File: src/rtl/dispatcher_pkg.sv
// Widths and the result packet shared by the dispatcher, tag_fifo and the CDB broadcaster.
package dispatcher_pkg;

  localparam int TAG_WIDTH  = 6;
  localparam int DATA_WIDTH = 32;
  localparam int REG_WIDTH  = 5;

  typedef struct packed {
    logic [TAG_WIDTH-1:0]  tag;
    logic [DATA_WIDTH-1:0] data;
    logic [REG_WIDTH-1:0]  rd;
  } cdb_pkt_t;

endpackage

File: src/rtl/cdb_broadcaster_arbiter.sv
// Combinational round-robin arbiter: grants the first request at or after ptr, wrapping at N-1.
module rr_arbiter #(
  parameter int N = 4
) (
  input  logic [N-1:0]         req,
  input  logic                 en,
  input  logic [$clog2(N)-1:0] ptr,
  output logic [N-1:0]         gnt
);

  localparam int PW = $clog2(N);

  logic          found;
  logic [PW:0]   sum;
  logic [PW-1:0] idx;

  // ptr + k stays below 2N, so a single conditional subtract is enough to wrap
  always_comb begin
    gnt   = '0;
    found = 1'b0;
    sum   = '0;
    idx   = '0;
    for (int k = 0; k < N; k++) begin
      sum = {1'b0, ptr} + (PW+1)'(k);
      if (sum >= (PW+1)'(N)) begin
        sum = sum - (PW+1)'(N);
      end
      idx = sum[PW-1:0];
      if (en && !found && req[idx]) begin
        gnt[idx] = 1'b1;
        found    = 1'b1;
      end
    end
  end

endmodule

File: src/rtl/cdb_broadcaster.sv
// Collects execution-unit results into one-entry slots and broadcasts one per cycle on the CDB.
module cdb_broadcaster
  import dispatcher_pkg::*;
#(
  parameter int NUM_UNITS = 4
) (
  input  logic                                 clk,
  input  logic                                 rst,
  input  logic [NUM_UNITS-1:0]                 eu_valid,
  input  logic [NUM_UNITS*TAG_WIDTH-1:0]       eu_tag,
  input  logic [NUM_UNITS*DATA_WIDTH-1:0]      eu_data,
  input  logic [NUM_UNITS*REG_WIDTH-1:0]       eu_rd,
  output logic [NUM_UNITS-1:0]                 eu_ready,
  input  logic                                 tf_full,
  output logic                                 cdb_valid,
  output logic [TAG_WIDTH-1:0]                 cdb_tag,
  output logic [DATA_WIDTH-1:0]                cdb_data,
  output logic [REG_WIDTH-1:0]                 cdb_rd,
  output logic [$clog2(NUM_UNITS+1)-1:0]       pending_cnt
);

  localparam int PTR_W = $clog2(NUM_UNITS);
  localparam int CNT_W = $clog2(NUM_UNITS+1);

  cdb_pkt_t             slot_q [NUM_UNITS];
  cdb_pkt_t             slot_d [NUM_UNITS];
  logic [NUM_UNITS-1:0] slot_valid_q, slot_valid_d;
  logic [NUM_UNITS-1:0] grant, accept;
  logic [PTR_W-1:0]     rr_ptr_q, rr_ptr_d;
  cdb_pkt_t             cdb_q, cdb_d;
  logic                 cdb_valid_q, cdb_valid_d;
  logic [CNT_W-1:0]     pending_q, pending_d;

  rr_arbiter #(.N(NUM_UNITS)) u_arb (
    .req (slot_valid_q),
    .en  (!tf_full),
    .ptr (rr_ptr_q),
    .gnt (grant)
  );

  // A slot being granted this cycle may refill on the same edge, keeping single-unit streams at full rate
  assign eu_ready = rst ? '0 : (~slot_valid_q | grant);
  assign accept   = eu_valid & eu_ready;

  always_comb begin
    slot_d       = slot_q;
    slot_valid_d = slot_valid_q & ~grant;
    for (int i = 0; i < NUM_UNITS; i++) begin
      if (accept[i]) begin
        slot_d[i].tag   = eu_tag[i*TAG_WIDTH +: TAG_WIDTH];
        slot_d[i].data  = eu_data[i*DATA_WIDTH +: DATA_WIDTH];
        slot_d[i].rd    = eu_rd[i*REG_WIDTH +: REG_WIDTH];
        slot_valid_d[i] = 1'b1;
      end
    end
  end

  always_comb begin
    cdb_d       = cdb_q;
    cdb_valid_d = 1'b0;
    rr_ptr_d    = rr_ptr_q;
    for (int i = 0; i < NUM_UNITS; i++) begin
      if (grant[i]) begin
        cdb_d       = slot_q[i];
        cdb_valid_d = 1'b1;
        rr_ptr_d    = (i == NUM_UNITS-1) ? '0 : PTR_W'(i+1);
      end
    end
  end

  always_comb begin
    pending_d = '0;
    for (int i = 0; i < NUM_UNITS; i++) begin
      pending_d = pending_d + CNT_W'(slot_valid_d[i]);
    end
  end

  always_ff @(posedge clk) begin
    if (rst) begin
      for (int i = 0; i < NUM_UNITS; i++) begin
        slot_q[i] <= '0;
      end
      slot_valid_q <= '0;
      rr_ptr_q     <= '0;
      cdb_q        <= '0;
      cdb_valid_q  <= 1'b0;
      pending_q    <= '0;
    end else begin
      slot_q       <= slot_d;
      slot_valid_q <= slot_valid_d;
      rr_ptr_q     <= rr_ptr_d;
      cdb_q        <= cdb_d;
      cdb_valid_q  <= cdb_valid_d;
      pending_q    <= pending_d;
    end
  end

  assign cdb_valid   = cdb_valid_q;
  assign cdb_tag     = cdb_q.tag;
  assign cdb_data    = cdb_q.data;
  assign cdb_rd      = cdb_q.rd;
  assign pending_cnt = pending_q;

endmodule

File: config.mk
export PLATFORM = sky130hd
export DESIGN_NAME = cdb_broadcaster
export DESIGN_NICKNAME = d
export VERILOG_FILES = /design/src/rtl/dispatcher_pkg.sv /design/src/rtl/cdb_broadcaster_arbiter.sv /design/src/rtl/cdb_broadcaster.sv
export SDC_FILE = /design/constraint.sdc
export NUM_CORES = 1
export LEC_CHECK = 0
export ABC_AREA = 1
export CORE_ASPECT_RATIO = 2
export CORE_UTILIZATION = 55
export CTS_CLUSTER_SIZE = 24
export DETAILED_ROUTE_END_ITERATION = 10
export PLACE_DENSITY = 0.94
export SLEW_MARGIN = 20
export SYNTH_ARGS = -nofsm -noshare
export SYNTH_HDL_FRONTEND = slang
export SYNTH_SLANG_ARGS = --single-unit
File: constraint.sdc
create_clock -name clk -period 5.3 [get_ports clk]
set_input_delay 0.795 -clock clk [delete_from_list [all_inputs] [get_ports clk]]
set_output_delay 0.795 -clock clk [all_outputs]
set_load 0.02 [all_outputs]
# ---- Yosys cells after proc, flatten, opt, wreduce, memory -nomap -nowiden
# Cells that the tools add are included.
dict set report word_totals {
  in_bits 179
  elab_cells 110
  out_inout_bits 51
  register_bits 225
}
dict set report classes {
  mux 43
  add_sub_neg 10
  n_bitwise 8
  n_reduce_logical 18
  magnitude_cmp 12
}
# operator n
set ops {}
lappend ops {{43-bit 2-to-1 mux} 4}
lappend ops {{4-bit 2-to-1 mux} 5}
lappend ops {{1-bit 2-to-1 mux} 19}
lappend ops {{4-bit OR} 4}
lappend ops {{2-bit 2-to-1 mux} 7}
lappend ops {{2-bit by 3-bit less-than comparator with 1-bit output (second input constant)} 4}
lappend ops {{1-bit logical AND} 11}
lappend ops {{3-bit greater-or-equal comparator (second input constant)} 3}
lappend ops {{4-bit AND} 2}
lappend ops {{1-bit binary-select mux with 2-bit select} 4}
lappend ops {{1-bit demux with 2-bit select} 4}
lappend ops {{2-bit by 1-bit greater-or-equal comparator with 1-bit output (second input constant)} 4}
lappend ops {{4-bit inverter} 2}
lappend ops {{2-bit by 1-bit subtractor with 2-bit output (second input constant)} 4}
lappend ops {{2-bit by 2-bit adder with 3-bit output (second input constant)} 2}
lappend ops {{1-bit zero test} 4}
lappend ops {{4-bit nonzero test} 1}
lappend ops {{2-bit by 1-bit adder with 3-bit output} 1}
lappend ops {{2-bit by 1-bit adder with 3-bit output (second input constant)} 1}
lappend ops {{3-bit by 1-bit adder with 3-bit output} 1}
lappend ops {{2-bit by 3-bit greater-or-equal comparator with 1-bit output (second input constant)} 1}
lappend ops {{3-bit nonzero test} 1}
lappend ops {{1-bit by 1-bit adder with 2-bit output} 1}
lappend ops {{2-bit OR reduction} 1}

# ---- Longest topological paths before layout
# Gate-level depths: netlist (run 1).
dict set report logic_depth {
  depth_word 25
  ltp_mapped 21
  depth_no_buf 20
}

# ---- Hierarchy
# A second synthesis (run 1) with hierarchy kept.
dict set report hier_totals {
  cells_unflattened 1510
  area_unflattened_um2 10199.8
}
# module area_per_inst_um2 cells_each instances seq_area_each_um2
set by_module_without_submodules {}
lappend by_module_without_submodules {cdb_broadcaster 9799.4 1444 1 4504.3}
lappend by_module_without_submodules {rr_arbiter 400.4 66 1 0.0}

# ---- Worst setup path before layout (run 1)
# No wires, ideal clock.
dict set report synth_timing {
  kind {flip-flop to flip-flop}
  startpoint {register rr_ptr_q[0]}
  endpoint {register pending_q[1], in the netlist pending_cnt[1]}
  t_arrival_ps 3150
  setup_time_ps 129
  setup_slack_ps 2021
  stages_incl_launch_ff 22
  synth_period_minus_slack_ps 3279
  required_ps 5171
  path_buffers 1
  path_cell_list {dfxtp_1 > inv_2 > ha_1 > inv_1 > nand3_1 > nand2_1 > inv_2 > nor2_8 > nand3_1 > nand2_1 > nor2_1 > nand2_1 > nand2_1 > inv_2 > nand2_2 > buf_2 > nand2_1 > fa_1 > ha_1 > ha_1 > inv_1 > nor2_1}
}
dict set report synth_via {
  elab_chain_len 25
  elab_cells_between_ends 75
  cone_classes {add/sub (10); order compare (12); mux (32); bitwise (7); reduce/logical (14)}
}
# item line_no
set synth_lines {}
lappend synth_lines {{start: declaration} cdb_broadcaster.sv:29} ;# logic [PTR_W-1:0] rr_ptr_q, rr_ptr_d;
lappend synth_lines {{start signal: assignment} cdb_broadcaster.sv:91} ;# rr_ptr_q <= rr_ptr_d;
lappend synth_lines {{parallel branches: the longest is 17 deep, another holds 2-bit by 1-bit adder with 3-bit output} n/a}
lappend synth_lines {{4-bit 2-to-1 mux *} cdb_broadcaster_arbiter.sv:29} ;# if (en && !found && req[idx]) begin
lappend synth_lines {{4-bit OR} cdb_broadcaster.sv:42} ;# assign eu_ready = rst ? '0 : (~slot_valid_q | grant);
lappend synth_lines {{4-bit 2-to-1 mux} cdb_broadcaster.sv:42}
lappend synth_lines {{4-bit AND} cdb_broadcaster.sv:43} ;# assign accept = eu_valid & eu_ready;
lappend synth_lines {{1-bit 2-to-1 mux *} cdb_broadcaster.sv:49} ;# if (accept[i]) begin
lappend synth_lines {{net slot_valid_d[0]} cdb_broadcaster.sv:27} ;# logic [NUM_UNITS-1:0] slot_valid_q, slot_valid_d;
lappend synth_lines {{1-bit by 1-bit adder with 2-bit output *} cdb_broadcaster.sv:74} ;# pending_d = pending_d + CNT_W'(slot_valid_d[i]);
lappend synth_lines {{2-bit by 1-bit adder with 3-bit output *} cdb_broadcaster.sv:74}
lappend synth_lines {{3-bit by 1-bit adder with 3-bit output *} cdb_broadcaster.sv:74}
lappend synth_lines {{net pending_d[1]} cdb_broadcaster.sv:32} ;# logic [CNT_W-1:0] pending_q, pending_d;
lappend synth_lines {{end signal: assignment} cdb_broadcaster.sv:94} ;# pending_q <= pending_d;
lappend synth_lines {{end: declaration} cdb_broadcaster.sv:32}
# Mark *: on every way through the listed nets, which the timed path passes. The select of a mux whose other input is x is not followed.
# A chain may end at the register's enable or synchronous reset.

# ---- Worst setup path in the final report (run 1)
dict set report layout_timing {
  startpoint {register rr_ptr_q[0]}
  endpoint {output eu_ready[0]}
}
dict set report layout_via {
  elab_chain_len 20
  elab_cells_between_ends 65
  cone_classes {add/sub (7); order compare (12); mux (28); bitwise (4); reduce/logical (14)}
}
# item line_no
set layout_lines {}
lappend layout_lines {{parallel branches: the longest is 17 deep, another holds 2-bit by 1-bit adder with 3-bit output} n/a}
lappend layout_lines {{4-bit 2-to-1 mux *} cdb_broadcaster_arbiter.sv:29}
lappend layout_lines {{4-bit OR *} cdb_broadcaster.sv:42}
lappend layout_lines {{4-bit 2-to-1 mux *} cdb_broadcaster.sv:42}
lappend layout_lines {{end: declaration} cdb_broadcaster.sv:13} ;# output logic [NUM_UNITS-1:0] eu_ready,
# Every way passes the cells marked *. The select of a mux whose other input is x is not followed.

==> key figures, run 1 <==
Power and ir drop
  • Static leakage: 6.08 nW
  • Power Density: 466 mW/mm^2
  • Max rail drop VDD: 339 uV

Setup path
  • Startpoint types: register
  • Worst Path Arrival: 3.60 ns
  • Worst EP required: 4.51 ns
  • Crit Path Max Fanout: 23
  • R2R cell count: 17
  • Critical Path End Type: output port
  • Setup CP Type: reg2out

Synth
  • Synthesized area: 0.0101 mm^2
  • Xor and xnor area share after synthesis: 0
  • Adder-cell area share of the yosys netlist: 0.0131
  • Sequential area share after synthesis: 0.444
  • Cells after synthesis: 1455
  • Ys Warns: 0
  • Post-synthesis cell type count: 28
  • Simple-Gate Fraction of Synth Area: 0.401
  • Syn Nets: 1644
  • Largest family of logic cells by synthesized area: simple AND/OR/NAND/NOR gates
  • Compound-gate portion of the synthesized area: 0.0597
  • Mux contribution to synthesized area: 0
  • Yosys reg bits: 225
  • Syn_area_per_cell: 6.97 um^2

Clocking
  • Post_cts resized: 0
  • Root buffer cell: clkbuf_16
  • CTS hold repair buffers: 0
  • H-tree depth: 1
  • TritonCTS clock tree: done
  • Clock latency at the later pin of the worst-skew pair: 0.50 ns
  • CTS Buf Count: 20
  • Setup Fix Bufs, Post-CTS: 0
  • Clock Sinks: 225
  • Clock Tree Buf Depth: 3
  • Clk slew on worst S/H paths: 0.07 ns

Finish
  • Seq. cell area: 0.00450 mm^2
  • # diodes: 0
  • Multi-input gate area: 0.00482 mm^2
  • Fill cell total of the finished layout: 1395
  • Nets@finish: 1800
  • Synth-to-Final Area Change: 27.5%
  • Layout cell share with drive strength beyond 1: 0.0499

Timing
  • Final-report hold violation count: 0
  • Final period demand of the worst path: 4.39 ns
  • Sum Neg Setup Slack: 0 ns
  • FMAX: 228 MHz
  • Clock skew: 0.0136 ns
  • Slew Limit Fails: 0
  • Actual slew at the worst max-slew pin: 0.927 ns
  • Setup ws final: 0.908 ns
  • Fin crit share: 0.829
  • Final Setup Violations: 0
  • Rel. slew slack: 0.382
  • Unrepaired setup endpoints after global routing: no

GRT
  • Grt met3 use: 0.0346
  • GRT met1 Usage: 0.337
  • Global-route wire length before repair: 52200 um
  • GRT Max-Usage Layer: met2
  • Grt total ovfl: 0
  • Largest net degree at the start of global routing: 92
  • Antenna violations before repair: 0
  • Met2 Use GR: 0.632
  • Gr usage total: 0.352
  • Vias in the first global route: 10600

Placement
  • Pre-CTS WS: 1.28 ns
  • GPL Wtd Cong: 0.976
  • Final HPWL DP: 23600 um
  • Port Buffers: 229

Detailed routing
  • Antenna Nets Post-Route: 0
  • Iter 0 DRT Violations: 804
  • Wire per inst: 18.5 um
  • Drt total wl: 34000 um
  • Vias: 10700
  • Drc violations: 16
  • Pre-antenna DRT Iters: 9
  • Via/cell ratio: 5.80

Min path
  • Hold Crit Depth: 2
  • Hold Crit Class: reg2reg

Die
  • Starting Density: 0.568
  • Site Rows: 69
  • Die ar.: 0.0190 mm^2
  • Die X: 98.0 um
  • # IOs: 230
  • Die height: 194 um
  • Core ar.: 0.0179 mm^2

Flow run
  • Max_cap viols: 0

Status
  • Status: complete, but fails checks
  • Failing checks: DRC
## layout make-up
type | count | area share
Inverter | 71 | 0.0213
Multi-Input combinational cell | 1045 | 0.372
Clock buffer | 32 | 0.0469
Timing Repair Buffer | 248 | 0.188
Tap cell | 213 | 0.0206
Clock inverter | 2 | 0.00271
Sequential cell | 225 | 0.348
## state kept, by name (all words and copies together), names as in the netlist
name,flops
cdb_data,32
cdb_rd,5
cdb_tag,6
cdb_valid,1
pending_cnt,3
rr_ptr_q,2
slot_q,172
slot_valid_q,4
## layout by cell type (no fill, tap or decap), drive strengths merged
cell | Yosys | routed
a21oi | 46 | 46
a31oi | 1 | 1
buf | 67 | 20
bufinv | 0 | 1
clkbuf | 47 | 32
clkdlybuf4s50 | 0 | 228
clkinv | 1 | 2
dfxtp | 225 | 225
fa | 1 | 1
ha | 9 | 9
inv | 70 | 70
nand2 | 400 | 400
nand3 | 413 | 413
nand4 | 8 | 8
nor2 | 89 | 89
o21ai | 73 | 73
or2 | 5 | 5
## report_power, final
group | internal (W) | total, W | switching, W
Sequential | 0.00194 | 0.00209 | 0.000152
Combinational | 0.000790 | 0.00248 | 0.00169
Clock | 0.000831 | 0.00145 | 0.000624
Total | 0.00356 | 0.00603 | 0.00247
## stage by stage
stage | hold slack [ns] | instance area [um^2] | instances | util | power, W
floorplan | 0.438 | 10100 | 1455 | - | 0.00361
global placement | 0.450 | 12300 | 1802 | 0.688 | 0.00451
detailed placement | 0.455 | 12300 | 1802 | 0.688 | 0.00454
CTS | 0.465 | 12900 | 1836 | 0.724 | 0.00599
global route | 0.477 | 12900 | 1836 | 0.724 | 0.00631
finish | 0.461 | 12900 | 1836 | 0.724 | 0.00603
## critical path, stage by stage (launching register included)
cell and delay, ns:
dfxtp_1 0.51, inv_2 0.15, ha_1 0.36, inv_1 0.09, nand3_1 0.11, nand2_1 0.12, inv_2 0.07, nor2_8 0.17
nand3_1 0.09, nand2_1 0.06, nor2_1 0.08, nand2_1 0.12, nand2_1 0.07, inv_2 0.38, clkdlybuf4s50_1 0.70
## logic make-up after synthesis
family	count (synthesis)
AND/OR/NAND/NOR	915
buffers and inverters	185
flip-flops	225
AO/OA/AOI/OAI	120
adder cells (fa/ha/maj)	10
## layer usage
| layer | share of wire | wire [um] |
|---|---|---|
| met5 | 0 | 0 |
| met4 | 0.11 | 3850 |
| met3 | 0.056 | 1900 |
| met2 | 0.51 | 17500 |
| met1 | 0.32 | 10800 |
## synthesized netlist by cell type
library cell | n | area share
nor2_1 | 83 | 0.031
nand3_1 | 409 | 0.20
buf_1 | 10 | 0.0037
nor2_2 | 2 | 0.0012
a21oi_2 | 1 | 0.00086
a31oi_1 | 1 | 0.00062
nand4_1 | 8 | 0.0049
nand2_2 | 7 | 0.0043
or2_2 | 5 | 0.0031
o21ai_1 | 10 | 0.0049
buf_6 | 6 | 0.0067
nor2_8 | 1 | 0.0020
nand3_2 | 4 | 0.0039
o21ai_0 | 63 | 0.031
nand2_1 | 392 | 0.15
nand2_4 | 1 | 0.0011
dfxtp_1 | 225 | 0.44
ha_1 | 9 | 0.011
buf_4 | 10 | 0.0074
a21oi_1 | 45 | 0.022
inv_2 | 6 | 0.0022
nor2_4 | 3 | 0.0033
inv_1 | 63 | 0.023
fa_1 | 1 | 0.0020
inv_4 | 1 | 0.00062
buf_2 | 41 | 0.020
clkbuf_1 | 47 | 0.017
clkinv_2 | 1 | 0.00049
## final timing paths
path,start,end,slack (ns)
setup / recovery,rr_ptr_q[0],eu_ready[0],0.91
setup reg to reg,rr_ptr_q[1],cdb_data[12],1.42
hold / removal,slot_q[30],slot_q[30],0.46
hold reg to reg,slot_q[30],slot_q[30],0.46
(Power assumes the default switching activity.)
==> inputs of run 2 (changes only) <==
--- a/config.mk
+++ b/config.mk
@@ -7,10 +7,10 @@
 export LEC_CHECK = 0
 export ABC_AREA = 1
 export CORE_ASPECT_RATIO = 2
-export CORE_UTILIZATION = 55
+export CORE_UTILIZATION = 46
 export CTS_CLUSTER_SIZE = 24
 export DETAILED_ROUTE_END_ITERATION = 10
-export PLACE_DENSITY = 0.94
+export PLACE_DENSITY = 0.85
 export SLEW_MARGIN = 20
 export SYNTH_ARGS = -nofsm -noshare
 export SYNTH_HDL_FRONTEND = slang
==> constraint.sdc (replaced) <==
create_clock -name clk -period 3.66 [get_ports clk]
set_input_delay 0.549 -clock clk [delete_from_list [all_inputs] [get_ports clk]]
set_output_delay 0.549 -clock clk [all_outputs]
set_load 0.02 [all_outputs]
==> run 2 against run 1 <==
  * The flow now finishes without violations
  * Wire length grew 1.9%
  * Utilization shrank 11 points
  * Clock power grew 58%
  * Sequential cell count is the same
  * Hold slack lost 0.0013 ns
  * Register-to-register slack lost 0.95 ns
  * Critical path depth is the same
  * Count of clock-buffer cells in the layout shrank 2
  * Sequential power grew 44%
  * Critical endpoint is now eu_ready[1]
  * Largest cell class unchanged
  * Largest power group unchanged
==> key figures, run 2 (same netlist as run 1, synthesis figures left out) <==
Clocking
  • Clock Sinks: 225 (unchanged)
  • Setup Fix Bufs, Post-CTS: 0 (unchanged)
  • Clock Tree Buf Depth: 3 (unchanged)
  • CTS Buf Count: 21 (was 20)
  • Root buffer cell: clkbuf_16 (unchanged)
  • Clk slew on worst S/H paths: 0.07 ns (about the same)
  • TritonCTS clock tree: done (unchanged)
  • H-tree depth: 1 (unchanged)
  • Clock latency at the later pin of the worst-skew pair: 0.50 ns (about the same)

Setup path
  • Slowest cell on the critical path: dfxtp_2 (was clkdlybuf4s50_1)
  • CP top delay family: buffers and inverters (unchanged)
  • Worst EP required: 3.11 ns (was 4.51 ns)
  • Crit Path Max Fanout: 9 (was 23)
  • Biggest cell delay along the critical path: 0.42 ns (was 0.70 ns)
  • Top cell by count, worst path: inv_2 (was nand2_1)
  • Worst Path Arrival: 2.86 ns (was 3.60 ns)
  • Setup CP Type: reg2out (unchanged)
  • Startpoint types: register (unchanged)
  • WP buf/inv: 6 (was 5)
  • Critical Path End Type: output port (unchanged)
  • Cell Chain, Critical Path: inv_2 -> ha_1 -> inv_1 -> nand3_1 -> nand2_1 -> inv_2 -> nor2_8 -> nand3_2 -> inv_2 -> nor2_4 -> nand2_2 -> nand2_1 -> inv_2 -> dlygate4sd2_1 (was inv_2 -> ha_1 -> inv_1 -> nand3_1 -> nand2_1 -> inv_2 -> nor2_8 -> nand3_1 -> nand2_1 -> nor2_1 -> nand2_1 -> nand2_1 -> inv_2 -> clkdlybuf4s50_1)

Timing
  • Worst hold slack: 0.460 ns (was 0.461 ns)
  • Final-report hold violation count: 0 (unchanged)
  • Rel. slew slack: 0.483 (was 0.382)
  • Slew Limit Fails: 0 (unchanged)
  • FMAX: 293 MHz
  • Final Setup Violations: 0 (unchanged)
  • Sum Neg Setup Slack: 0 ns (unchanged)
  • Clock skew: 0.00718 ns (was 0.0136 ns)
  • Fin crit share: 0.931
  • Final period demand of the worst path: 3.41 ns
  • Actual slew at the worst max-slew pin: 0.767 ns (was 0.927 ns)
  • Unrepaired setup endpoints after global routing: no (unchanged)

Detailed routing
  • WL met2: 17700 um (was 17500 um)
  • M1 WL: 11400 um (was 10800 um)
  • Via/cell ratio: 5.52 (was 5.80)
  • Top sig layer: met4 (unchanged)
  • Drt total wl: 34700 um (was 34000 um)
  • Iter 0 DRT Violations: 872 (was 804)
  • Routed wl met3: 1810 um (was 1900 um)
  • Drc violations: 0 (was 16)
  • Pre-antenna DRT Iters: 5 (was 9)
  • Antenna Nets Post-Route: 0 (unchanged)
  • Wire per inst: 18.1 um (was 18.5 um)
  • Vias: 10600 (was 10700)

GRT
  • Antenna violations before repair: 3 (was 0)
  • Largest net degree at the start of global routing: 183 (was 92)
  • Global-route wire length before repair: 52700 um (was 52200 um)
  • Vias in the first global route: 10100 (was 10600)
  • Grt total ovfl: 0 (unchanged)
  • Gr usage total: 0.305 (was 0.352)

Min path
  • Hold Crit Class: reg2reg (unchanged)

Finish
  • Utilization after layout: 0.612 (was 0.724)
  • Layout cell share with drive strength beyond 1: 0.0593 (was 0.0499)
  • Commonest non-fill, non-tap cells in the layout: 409 x nand3_1, 392 x nand2_1, 223 x dfxtp_1, 223 x clkdlybuf4s50_1, 82 x nor2_1 (was 409 x nand3_1, 392 x nand2_1, 228 x clkdlybuf4s50_1, 225 x dfxtp_1, 82 x nor2_1)
  • Commonest non-fill, non-tap cell in the layout: nand3_1 (unchanged)
  • Top reg by flops: slot_q (unchanged)
  • Max reg flops: 172 (unchanged)
  • Nets@finish: 1810 (was 1800)
  • Synth-to-Final Area Change: 30.2% (was 27.5%)

Power and ir drop
  • Static leakage: 6.21 nW (was 6.08 nW)
  • Pwr Total: 0.00902 W (was 0.00603 W)
  • Power Density: 683 mW/mm^2 (was 466 mW/mm^2)
  • Max rail drop VDD: 519 uV (was 339 uV)

Die
  • # IOs: 230 (unchanged)
  • Starting Density: 0.470 (was 0.568)
  • Die X: 107 um (was 98.0 um)
  • Core ar.: 0.0216 mm^2 (was 0.0179 mm^2)
  • Site Rows: 76 (was 69)
  • Die ar.: 0.0227 mm^2 (was 0.0190 mm^2)
  • Die height: 212 um (was 194 um)

Flow run
  • Max_cap viols: 0 (unchanged)

Placement
  • Final HPWL DP: 24600 um (was 23600 um)
  • GPL Wtd Cong: 0.948 (was 0.976)
  • Port Buffers: 229 (unchanged)

Status
  • Status: complete, no violations (was complete, but fails checks)
==> run 2: cell types whose count changed in the layout (fill, tap and decap cells not counted), moves of 2 or more <==
| cell | before | now |
|---|---|---|
| buf_12 | 0 | 4 |
| buf_4 | 19 | 24 |
| diode_2 | 0 | 3 |
| clkdlybuf4s50_1 | 228 | 223 |
| dfxtp_2 | 0 | 2 |
| inv_6 | 1 | 3 |
| dlymetal6s2s_1 | 0 | 3 |
| dfxtp_1 | 225 | 223 |
| bufinv_16 | 1 | 3 |
==> run 2: final cells by class <==
cell class | instances | area [um^2]
Inverter | 71 | 275
Timing Repair Buffer | 257 | 2550
Antenna cell | 3 | 7.51
Multi-Input combinational cell | 1045 | 4830
Clock inverter | 7 | 118
Clock buffer | 30 | 589
Tap cell | 273 | 342
Fill cell | 1984 | 8370
Sequential cell | 225 | 4510
==> run 2: where the power goes <==
part	switching, W	internal, W
logic	0.00247	0.00123
clock network	0.000953	0.00134
registers	0.000213	0.00281
total	0.00364	0.00538
==> run 2: worst paths after layout <==
check / start / cells past startpoint / slack [ns] / to
max: rr_ptr_q[0] / 14 / 0.25 / eu_ready[1]
min reg2reg: slot_q[5] / 2 / 0.46 / slot_q[5]
min: slot_q[5] / 2 / 0.46 / slot_q[5]
max reg2reg: rr_ptr_q[0] / 20 / 0.47 / pending_cnt[1]
==> run 2: stage by stage <==
step | area [um^2] | std cells | setup slack [ns]
2_1_floorplan | 10100 | 1455 | 0.381
3_5_place_dp | 12500 | 1871 | 0.344
5_1_grt | 13200 | 1911 | 0.0237
3_3_place_gp | 12500 | 1871 | 0.419
4_1_cts | 13200 | 1908 | 0.0358
6_report | 13200 | 1911 | 0.251
==> run 2: layer usage <==
layer | global-route usage | vias to the layer above
met3 | 0.0297 | 132
met2 | 0.534 | 445
li1 | - | 5109
met4 | 0.301 | 0
met5 | 0 | -
met1 | 0.307 | 4870
==> run 2: worst reg2reg max path, stage by stage, from the launching register on <==
cell     delay [ns]
dfxtp_2        0.42
inv_2          0.12
ha_1           0.34
inv_1          0.08
nand3_1        0.09
nand2_1        0.10
inv_2          0.07
nor2_8         0.18
nand3_1        0.09
nand2_1        0.08
nor2_1         0.06
nand2_1        0.09
nand2_1        0.07
inv_2          0.15
nand2_2        0.07
nand2_1        0.09
fa_1           0.41
ha_1           0.22
ha_1           0.26
inv_1          0.05
nor2_1         0.03
==> run 2: timing repair <==
action,in CTS,in global routing
resized for setup,3,4
setup endpoints to repair,4,4
pin swaps,0,0
endpoints found under the hold margin,0,0
hold buffers,0,0
==> inputs of run 3 (changes only) <==
--- a/config.mk
+++ b/config.mk
@@ -8,7 +8,7 @@
 export ABC_AREA = 1
 export CORE_ASPECT_RATIO = 2
 export CORE_UTILIZATION = 46
-export CTS_CLUSTER_SIZE = 24
+export CTS_CLUSTER_SIZE = 40
 export DETAILED_ROUTE_END_ITERATION = 10
 export PLACE_DENSITY = 0.85
 export SLEW_MARGIN = 20
==> run 3 against run 2 <==
  * Die area is the same
  * Sequential share of layout area grew 0.29 points
  * Register-to-register slack lost 0.03 ns
  * Non-clock buffer count is the same
  * Final cell count shrank 0.10%
  * Via count shrank 0.69%
  * Critical path type unchanged
  * Critical endpoint unchanged
==> key figures, run 3 (same netlist as run 1, synthesis figures left out) <==
Clocking
  • CTS hold repair buffers: 0 (unchanged)
  • Root buffer cell: clkbuf_16 (unchanged)
  • H-tree depth: 1 (unchanged)
  • Clock Sinks: 225 (unchanged)
  • Clock Tree Buf Depth: 3 (unchanged)
  • Clk slew on worst S/H paths: 0.07 ns (about the same)
  • CTS Buf Count: 21 (unchanged)
  • Clock latency at the later pin of the worst-skew pair: 0.50 ns (about the same)
  • TritonCTS clock tree: done (unchanged)

Detailed routing
  • Iter 0 DRT Violations: 832 (was 872)
  • Drc violations: 0 (unchanged)
  • Pre-antenna DRT Iters: 5 (unchanged)
  • Via/cell ratio: 5.49 (was 5.52)
  • Antenna Nets Post-Route: 0 (unchanged)
  • Wire per inst: 18.1 um (about the same)
  • Drt total wl: 34600 um (was 34700 um)
  • Vias: 10500 (was 10600)

Setup path
  • Startpoint types: register (unchanged)
  • Biggest cell delay along the critical path: 0.43 ns (was 0.42 ns)
  • Crit Path Max Fanout: 9 (unchanged)
  • CP top delay family: simple AND/OR/NAND/NOR gates (was buffers and inverters)
  • Setup CP Type: reg2out (unchanged)
  • Critical Path End Type: output port (unchanged)
  • Slowest cell on the critical path: dfxtp_2 (unchanged)
  • WP buf/inv: 5 (was 6)
  • Cell Chain, Critical Path: inv_2 -> ha_1 -> inv_1 -> nand3_1 -> nand2_1 -> inv_2 -> nor2_8 -> nand3_2 -> nand2_1 -> nor2_4 -> nand2_2 -> nand2_1 -> inv_2 -> dlygate4sd2_1 (was inv_2 -> ha_1 -> inv_1 -> nand3_1 -> nand2_1 -> inv_2 -> nor2_8 -> nand3_2 -> inv_2 -> nor2_4 -> nand2_2 -> nand2_1 -> inv_2 -> dlygate4sd2_1)
  • Worst Path Arrival: 2.90 ns (was 2.86 ns)
  • Worst EP required: 3.11 ns (about the same)

Status
  • Status: complete, no violations (unchanged)

Finish
  • Max reg flops: 172 (unchanged)
  • Fill cell total of the finished layout: 2006 (was 1984)
  • Layout cell share with drive strength beyond 1: 0.0576 (was 0.0593)
  • Commonest non-fill, non-tap cells in the layout: 409 x nand3_1, 392 x nand2_1, 223 x dfxtp_1, 223 x clkdlybuf4s50_1, 82 x nor2_1 (unchanged)
  • Commonest non-fill, non-tap cell in the layout: nand3_1 (unchanged)
  • Nets@finish: 1810 (unchanged)
  • Utilization after layout: 0.607 (was 0.612)
  • Top reg by flops: slot_q (unchanged)
  • Synth-to-Final Area Change: 29.1% (was 30.2%)

Die
  • Starting Density: 0.470 (unchanged)
  • Die ar.: 0.0227 mm^2 (unchanged)
  • Die height: 212 um (unchanged)
  • Site Rows: 76 (unchanged)
  • # IOs: 230 (unchanged)
  • Die X: 107 um (unchanged)
  • Core ar.: 0.0216 mm^2 (unchanged)

Timing
  • Rel. slew slack: 0.457 (was 0.483)
  • Unrepaired setup endpoints after global routing: no (unchanged)
  • Clock skew: 0.00776 ns (was 0.00718 ns)
  • Final period demand of the worst path: 3.45 ns (was 3.41 ns)
  • Sum Neg Setup Slack: 0 ns (unchanged)
  • Final Setup Violations: 0 (unchanged)
  • Final-report hold violation count: 0 (unchanged)
  • FMAX: 290 MHz (was 293 MHz)
  • Fin crit share: 0.941 (was 0.931)
  • Actual slew at the worst max-slew pin: 0.814 ns (was 0.767 ns)
  • Slew Limit Fails: 0 (unchanged)

Min path
  • Hold Crit Class: reg2reg (unchanged)

GRT
  • Vias in the first global route: 10000 (was 10100)
  • Global-route wire length before repair: 52700 um (about the same)
  • Gr usage total: 0.305 (about the same)
  • Grt total ovfl: 0 (unchanged)
  • Antenna violations before repair: 3 (unchanged)
  • Largest net degree at the start of global routing: 183 (unchanged)

Power and ir drop
  • Static leakage: 6.16 nW (was 6.21 nW)
  • Power Density: 668 mW/mm^2 (was 683 mW/mm^2)
  • Max rail drop VDD: 523 uV (was 519 uV)

Placement
  • GPL Wtd Cong: 0.948 (unchanged)
  • Port Buffers: 229 (unchanged)
  • Final HPWL DP: 24600 um (unchanged)

Flow run
  • Max_cap viols: 0 (unchanged)
## run 3: metal layers
| metal | global-route usage | vias to the layer above | part of all wire |
|---|---|---|---|
| li1 | - | 5108 | - |
| met1 | 0.307 | 4834 | 0.33 |
| met2 | 0.539 | 416 | 0.52 |
| met3 | 0.0303 | 125 | 0.046 |
| met4 | 0.289 | 0 | 0.10 |
| met5 | 0 | - | 0 |
## run 3: final cells by class
type                    instances  area, um^2  share of cell area
diodes                          3        7.51            0.000573
clock buffers                  29         566              0.0432
clock inverters                 6        37.5             0.00287
inverters                      71         275              0.0210
multi-input cells            1045        4820               0.368
flip-flops and latches        225        4510               0.344
well taps                     273         342              0.0261
repair buffers                257        2550               0.195
## run 3: worst paths after layout
check / depth (start not counted) / endpoint / slack, ns / startpoint
max reg2reg: 18 / pending_cnt[1] / 0.44 / rr_ptr_q[0]
max: 14 / eu_ready[1] / 0.21 / rr_ptr_q[0]
min reg2reg: 2 / slot_q[5] / 0.46 / slot_q[5]
min: 2 / slot_q[5] / 0.46 / slot_q[5]
## run 3: through the flow
step                      hold slack, ns  cell area [um^2]  instances  total power [W]  setup WS, ns
after floorplan                    0.438             10100       1455          0.00522         0.381
after global placement             0.450             12500       1871          0.00671         0.419
after detailed placement           0.454             12500       1871          0.00675         0.344
after CTS                          0.463             13100       1906          0.00875        0.0437
after global routing               0.475             13100       1909          0.00921       0.00297
final                              0.459             13100       1909          0.00875         0.215
## run 3: tightest hold or removal path, delay by kind of cell (launching register included)
kind | cells | cell delay, ns
flip-flops | 1 | 0.30
AND/OR/NAND/NOR | 2 | 0.11
## run 3: timing repair
action	4_1_cts	5_1_grt
setup buffers	0	0
endpoints found under the setup margin	4	3
resized for setup	3	3
## run 3: power by group
part / switching [W] / internal [W]
sequential: 0.000212 / 0.00281
clock: 0.000934 / 0.00108
combinational: 0.00248 / 0.00123
